==> config.mk <==
export PLATFORM = sky130hd
export DESIGN_NAME = writeback_arbiter
export DESIGN_NICKNAME = d
export VERILOG_FILES = /design/src/rtl/writeback_arbiter_pkg.sv /design/src/rtl/writeback_arbiter_fifo.sv /design/src/rtl/writeback_arbiter.sv
export SDC_FILE = /design/constraint.sdc
export NUM_CORES = 1
export LEC_CHECK = 0
export CAP_MARGIN = 15
export CORE_MARGIN = 1
export CORE_UTILIZATION = 25
export CTS_CLUSTER_SIZE = 16
export DETAILED_ROUTE_END_ITERATION = 7
export SLEW_MARGIN = 5
export SYNTH_ARGS = -nofsm -noshare
export SYNTH_HDL_FRONTEND = slang
export SYNTH_SLANG_ARGS = --single-unit
==> constraint.sdc <==
create_clock -name clk -period 7.6 [get_ports clk]
set_input_delay 1.52 -clock clk [delete_from_list [all_inputs] [get_ports clk]]
set_output_delay 1.52 -clock clk [all_outputs]
set_load 0.005 [all_outputs]
==> src/rtl/writeback_arbiter_pkg.sv <==
// Shared cpu definitions for the writeback path: register id and data widths,
// the writeback packet layout, and the round-robin pointer advance helper.
package writeback_arbiter_pkg;

   localparam int VREG_W = 5;
   localparam int XLEN   = 32;

   typedef struct packed {
      logic [VREG_W-1:0] vregid;
      logic [XLEN-1:0]   val;
   } wb_pkt_t;

   // Next round-robin start position after granting idx among n producers.
   function automatic int rr_next(input int idx, input int n);
      return (idx + 1 == n) ? 0 : idx + 1;
   endfunction

endpackage

==> src/rtl/writeback_arbiter_fifo.sv <==
// wb_req_fifo: per-producer result buffer, DEPTH entries (power of two).
// With WB_ARB_FLUSH_EN defined a flush input empties the buffer and drops that edge's push.
module wb_req_fifo
   import writeback_arbiter_pkg::*;
#(
   parameter int DEPTH = 2
) (
   input  logic                     clk,
   input  logic                     rst_n,
`ifdef WB_ARB_FLUSH_EN
   input  logic                     flush,
`endif
   input  logic                     push,
   input  wb_pkt_t                  push_pkt,
   input  logic                     pop,
   output wb_pkt_t                  head,
   output logic [$clog2(DEPTH):0]   count
);

   localparam int PTR_W = $clog2(DEPTH);
   localparam int CNT_W = PTR_W + 1;

   wb_pkt_t          mem [DEPTH];
   logic [PTR_W-1:0] rd_ptr;
   logic [PTR_W-1:0] wr_ptr;
   logic             do_push;
   logic             do_pop;

`ifdef WB_ARB_FLUSH_EN
   assign do_push = push && (count != CNT_W'(DEPTH)) && !flush;
   assign do_pop  = pop && (count != '0) && !flush;
`else
   assign do_push = push && (count != CNT_W'(DEPTH));
   assign do_pop  = pop && (count != '0);
`endif

   assign head = mem[rd_ptr];

   // Pointers wrap naturally because DEPTH is a power of two.
   always_ff @(posedge clk or negedge rst_n) begin
      if (!rst_n) begin
         rd_ptr <= '0;
         wr_ptr <= '0;
         count  <= '0;
      end
`ifdef WB_ARB_FLUSH_EN
      else if (flush) begin
         rd_ptr <= '0;
         wr_ptr <= '0;
         count  <= '0;
      end
`endif
      else begin
         if (do_push) wr_ptr <= wr_ptr + 1'b1;
         if (do_pop)  rd_ptr <= rd_ptr + 1'b1;
         count <= count + CNT_W'(do_push) - CNT_W'(do_pop);
      end
   end

   // Storage carries no reset; only entries below count are ever read out.
   always_ff @(posedge clk) begin
      if (do_push) mem[wr_ptr] <= push_pkt;
   end

endmodule

==> src/rtl/writeback_arbiter.sv <==
// Round-robin arbiter merging NREQ buffered result producers onto one registered writeback broadcast.
// Optional feature: define WB_ARB_FLUSH_EN to add a synchronous flush input.
module writeback_arbiter
   import writeback_arbiter_pkg::*;
#(
   parameter int NREQ  = 4,
   parameter int DEPTH = 2
) (
   input  logic                      clk,
   input  logic                      rst_n,
`ifdef WB_ARB_FLUSH_EN
   input  logic                      flush,
`endif
   input  logic [NREQ-1:0]           req_valid,
   input  logic [VREG_W*NREQ-1:0]    req_vregid,
   input  logic [XLEN*NREQ-1:0]      req_val,
   output logic [NREQ-1:0]           req_ready,
   output logic                      wb_en,
   output logic [VREG_W-1:0]         wb_vregid,
   output logic [XLEN-1:0]           wb_val,
   output logic [$clog2(NREQ)-1:0]   wb_src
);

   localparam int SRC_W = $clog2(NREQ);
   localparam int CNT_W = $clog2(DEPTH) + 1;

   logic [CNT_W-1:0] count [NREQ];
   wb_pkt_t          head  [NREQ];
   logic [NREQ-1:0]  nonempty;
   logic [NREQ-1:0]  push;
   logic [NREQ-1:0]  pop;
   logic [SRC_W-1:0] rr_ptr;
   logic [SRC_W-1:0] grant_idx;
   logic             grant_valid;
   wb_pkt_t          grant_pkt;
   int               scan;

   for (genvar gi = 0; gi < NREQ; gi++) begin : g_fifo
      wb_pkt_t push_pkt;

      // Ready depends only on the registered count, never on this cycle's inputs.
      assign req_ready[gi] = (count[gi] != CNT_W'(DEPTH));
      assign nonempty[gi]  = (count[gi] != '0);
      assign push[gi]      = req_valid[gi] && req_ready[gi];
      assign pop[gi]       = grant_valid && (grant_idx == SRC_W'(gi));
      assign push_pkt      = {req_vregid[gi*VREG_W +: VREG_W], req_val[gi*XLEN +: XLEN]};

      wb_req_fifo #(.DEPTH(DEPTH)) u_fifo (
         .clk      (clk),
         .rst_n    (rst_n),
`ifdef WB_ARB_FLUSH_EN
         .flush    (flush),
`endif
         .push     (push[gi]),
         .push_pkt (push_pkt),
         .pop      (pop[gi]),
         .head     (head[gi]),
         .count    (count[gi])
      );
   end

   // Scan downward so the candidate closest to rr_ptr is the last one written and wins.
   always_comb begin
      grant_valid = 1'b0;
      grant_idx   = '0;
      scan        = 0;
      for (int k = NREQ - 1; k >= 0; k--) begin
         scan = (int'(rr_ptr) + k) % NREQ;
         if (nonempty[SRC_W'(scan)]) begin
            grant_valid = 1'b1;
            grant_idx   = SRC_W'(scan);
         end
      end
   end

   assign grant_pkt = head[grant_idx];

   // Data fields hold their last broadcast when nothing is granted.
   always_ff @(posedge clk or negedge rst_n) begin
      if (!rst_n) begin
         wb_en     <= 1'b0;
         wb_vregid <= '0;
         wb_val    <= '0;
         wb_src    <= '0;
         rr_ptr    <= '0;
      end
`ifdef WB_ARB_FLUSH_EN
      else if (flush) begin
         wb_en  <= 1'b0;
         rr_ptr <= '0;
      end
`endif
      else if (grant_valid) begin
         wb_en     <= 1'b1;
         wb_vregid <= grant_pkt.vregid;
         wb_val    <= grant_pkt.val;
         wb_src    <= grant_idx;
         rr_ptr    <= SRC_W'(rr_next(int'(grant_idx), NREQ));
      end
      else begin
         wb_en <= 1'b0;
      end
   end

endmodule

==> flow_metrics.tcl <==
set metrics [dict create \
    clock_latency_ns 0.55 \
    total_power_w 0.00795 \
    clkSlewWorstSetupHoldPaths_ns 0.06 \
    syn-cell-area_mm2 0.0143 \
    fin_cells 1832 \
    cpMaxStageDelayCell "nand3_4" \
    drv_slew 0 \
    intPower_w 0.00513 \
    core_area_mm2 0.0564 \
    fin_crit_ns 3.97 \
    grt_usage_pct 14.0 \
    ys_types 46 \
    syn_inst 845 \
    ys_ff_latch 354 \
    viasPerCell 4.54 \
    whs_ns 0.485 \
    grt_overflow_total 0 \
    nets 1209 \
    layout_commonest_cell "edfxtp_1" \
    syn_nets 1008 \
    synth_xor_area_share_pct 0.983 \
    yosys_warnings 0 \
    path_class "reg -> reg" \
    initial_utilization_pct 25.3 \
    die_h_um 241 \
    ctsLongestPathBuffers 3 \
    die_x_um 241 \
    max-vdd-ir-drop_v 0.000239 \
    clock_sinks 354 \
    power.leakage_nw 6.56 \
    num_vias 8313 \
    maxCapViolations 0 \
    nFillCells 5503 \
    dieArea_mm2 0.0580 \
    postCtsResizedCells 0 \
    drive_gt1_share_pct 12.5 \
    arrival_ns 4.44 \
    pwr-share-comb_pct 38.2 \
    dp_hpwl_um 25200 \
    place_inst 1761 \
    fin_tns_setup_ns 0 \
    synth_top_family_by_area "multiplexers" \
    grt_pass1_vias 8641 \
    grt_first_pass_wirelength_um 57800 \
    cp_common_cell "ha_1" \
    cts_root_buf "clkbuf_16" \
    synth-adder-area-share_pct 0.790 \
    first_iter_violations 587 \
    skew_ns 0.0138 \
    h-tree-depth 2 \
    timing.final.crit_share_pct 52.2 \
    cts_tree "done" \
    synthMuxAreaShare_pct 13.0 \
    grt_antenna_before_repair 4 \
    cp-start-kind "flop" \
    synth_compound_area_share_pct 6.78 \
    finalSetupViolCount 0 \
    antenna_left 0 \
    avgSynthCellArea_um2 16.9 \
    switchingPower_w 0.00282 \
    pin_count 198 \
    post-cts-setup-buffer-count 0 \
    cts_buffers 39 \
    place.gp.congestion 0.766 \
    relSlewSlack_pct 29.3 \
    status "completed" \
    synth-simple-area-share_pct 3.65 \
    drt-total-wl_um 40400 \
    synthToLayoutAreaGrowth_pct 29.2 \
    hold_violations 0 \
    crit_required_ns 8.07 \
    tightest_slew_ns 1.06 \
    worstPathMaxFanout 42 \
    fmax_ghz 0.252 \
    p_clk_share_pct 24.3 \
    cp_slowest_stage_delay_ns 0.66 \
    swShare_pct 35.5 \
    firstDrtPassIters 5 \
    crit_path_end_kind "flop" \
    p_seq_share_pct 37.6 \
    worstPathCellList "nor3_1, a211o_2, buf_4, nand3_4, inv_2, ha_1, nor2b_1, ha_1, inv_1, ha_1, xnor2_1, xnor2_1" \
    grt_max_degree 59 \
    ctsHoldBuffers 0 \
    final_cell_mix "296 x edfxtp_1, 196 x clkdlybuf4s50_1, 147 x mux2i_1" \
    numPortBuffers 197 \
    worst_slack_ns 3.63 \
    power_density_mw_per_mm2 432 \
    num_rows 87 \
    yosysSeqAreaShare_pct 72.5 \
    drc 0 \
    rsz0062_at_grt "false" \
    num_antenna_cells 0 \
    min_path_type "reg -> reg" \
    routedWlPerCell_um 22.0 \
    pre_cts_ws_ns 3.61 \
]
Yosys cell counts (all sizes together):
library cell	number	share of area (%)
mux2i	147	10
nor2b	2	0.088
and2	5	0.22
xor2	4	0.25
or4	1	0.053
nand4	41	1.8
mux2	34	2.7
nand3	1	0.12
a32o	4	0.28
or3	1	0.044
o21ba	1	0.11
inv	15	0.39
a211o	1	0.070
o31ai	40	2.1
a211oi	1	0.088
nor2	12	0.35
o32ai	1	0.061
nor3	3	0.22
clkbuf	24	0.63
o211ai	2	0.11
o221a	4	0.32
ha	9	0.79
and3b	1	0.061
buf	30	1.2
nand2	18	0.47
a32oi	32	2.0
o21ai	36	1.4
o21a	2	0.11
nor4	1	0.044
xnor2	12	0.74
dfrtp	58	10
and3	4	0.18
o22ai	1	0.14
edfxtp	296	62
o31a	1	0.061
logic make-up (layout without fill, tap and decap cells):
family | Yosys count | count (layout)
muxes | 181 | 181
AOI/OAI and AO/OA | 126 | 126
adders and majority gates | 9 | 9
DFF | 354 | 354
xor gates and xnor gates | 16 | 16
buffers and inverters | 69 | 300
and+or+nand+nor | 90 | 90
stage by stage:
step | utilization [%] | cell area (µm²)
after floorplan | - | 14300
after global placement | 30.3 | 17100
after detailed placement | 30.3 | 17100
after CTS | 32.7 | 18400
after global routing | 32.7 | 18400
final | 32.7 | 18400
state kept, by name, summed over array words and instances (netlist names):
| signal | count |
|---|---|
| wb_vregid | 5 |
| g_fifo.u_fifo.count | 8 |
| wb_val | 32 |
| g_fifo.u_fifo.wr_ptr | 4 |
| g_fifo.u_fifo.mem | 296 |
| rr_ptr | 2 |
| wb_src | 2 |
| wb_en | 1 |
| g_fifo.u_fifo.rd_ptr | 4 |
final timing paths:
| kind | endpoint | slack [ns] | from | cells after the start |
|---|---|---|---|---|
| min reg2reg | wb_src[0] | 0.49 | wb_src[0] | 2 |
| max in group asynchronous | g_fifo[1].u_fifo.rd_ptr | 5.89 | rst_n | 1 |
| min in group asynchronous | g_fifo[2].u_fifo.count[1] | 1.10 | rst_n | 1 |
| max | g_fifo[3].u_fifo.count[1] | 3.63 | rr_ptr[1] | 12 |
| min | wb_src[0] | 0.49 | wb_src[0] | 2 |
| max reg2reg | g_fifo[3].u_fifo.count[1] | 3.63 | rr_ptr[1] | 12 |
area by class of cell:
type / count / area [µm²] / area share (%)
clock inverter: 25 / 250 / 1.36
multi-input combinational: 422 / 3660 / 19.9
sequential: 354 / 10300 / 56.2
tap: 756 / 946 / 5.14
inverter: 15 / 56.3 / 0.306
timing repair buffer: 214 / 2100 / 11.4
clock buffer: 46 / 1060 / 5.78
critical path, delay by kind of cell (launching register included):
family,cells,cell delay [ns]
xor gates and xnor gates,2,0.26
and+or+nand+nor,3,1.38
adders and majority gates,3,0.60
DFF,1,0.51
AOI/OAI and AO/OA,1,0.19
buffers and inverters,3,0.92
power groups by stage:
stage | Clock [W] | Sequential, W | Combinational (W)
3_5_place_dp | 0 | 0.00303 | 0.00310
2_1_floorplan | 0 | 0.00293 | 0.00199
3_3_place_gp | 0 | 0.00301 | 0.00303
5_1_grt | 0.00206 | 0.00304 | 0.00330
4_1_cts | 0.00198 | 0.00299 | 0.00311
6_report | 0.00193 | 0.00299 | 0.00303
routing by layer:
layer,vias up,global-route usage [%],routed length (µm)
met5,-,0,23
met4,4,4.32,977
met3,61,3.73,2690
met2,273,23.1,19400
met1,4203,17.8,17300
li1,3772,-,-
Note: power is estimated with default switching activity, not from simulation.
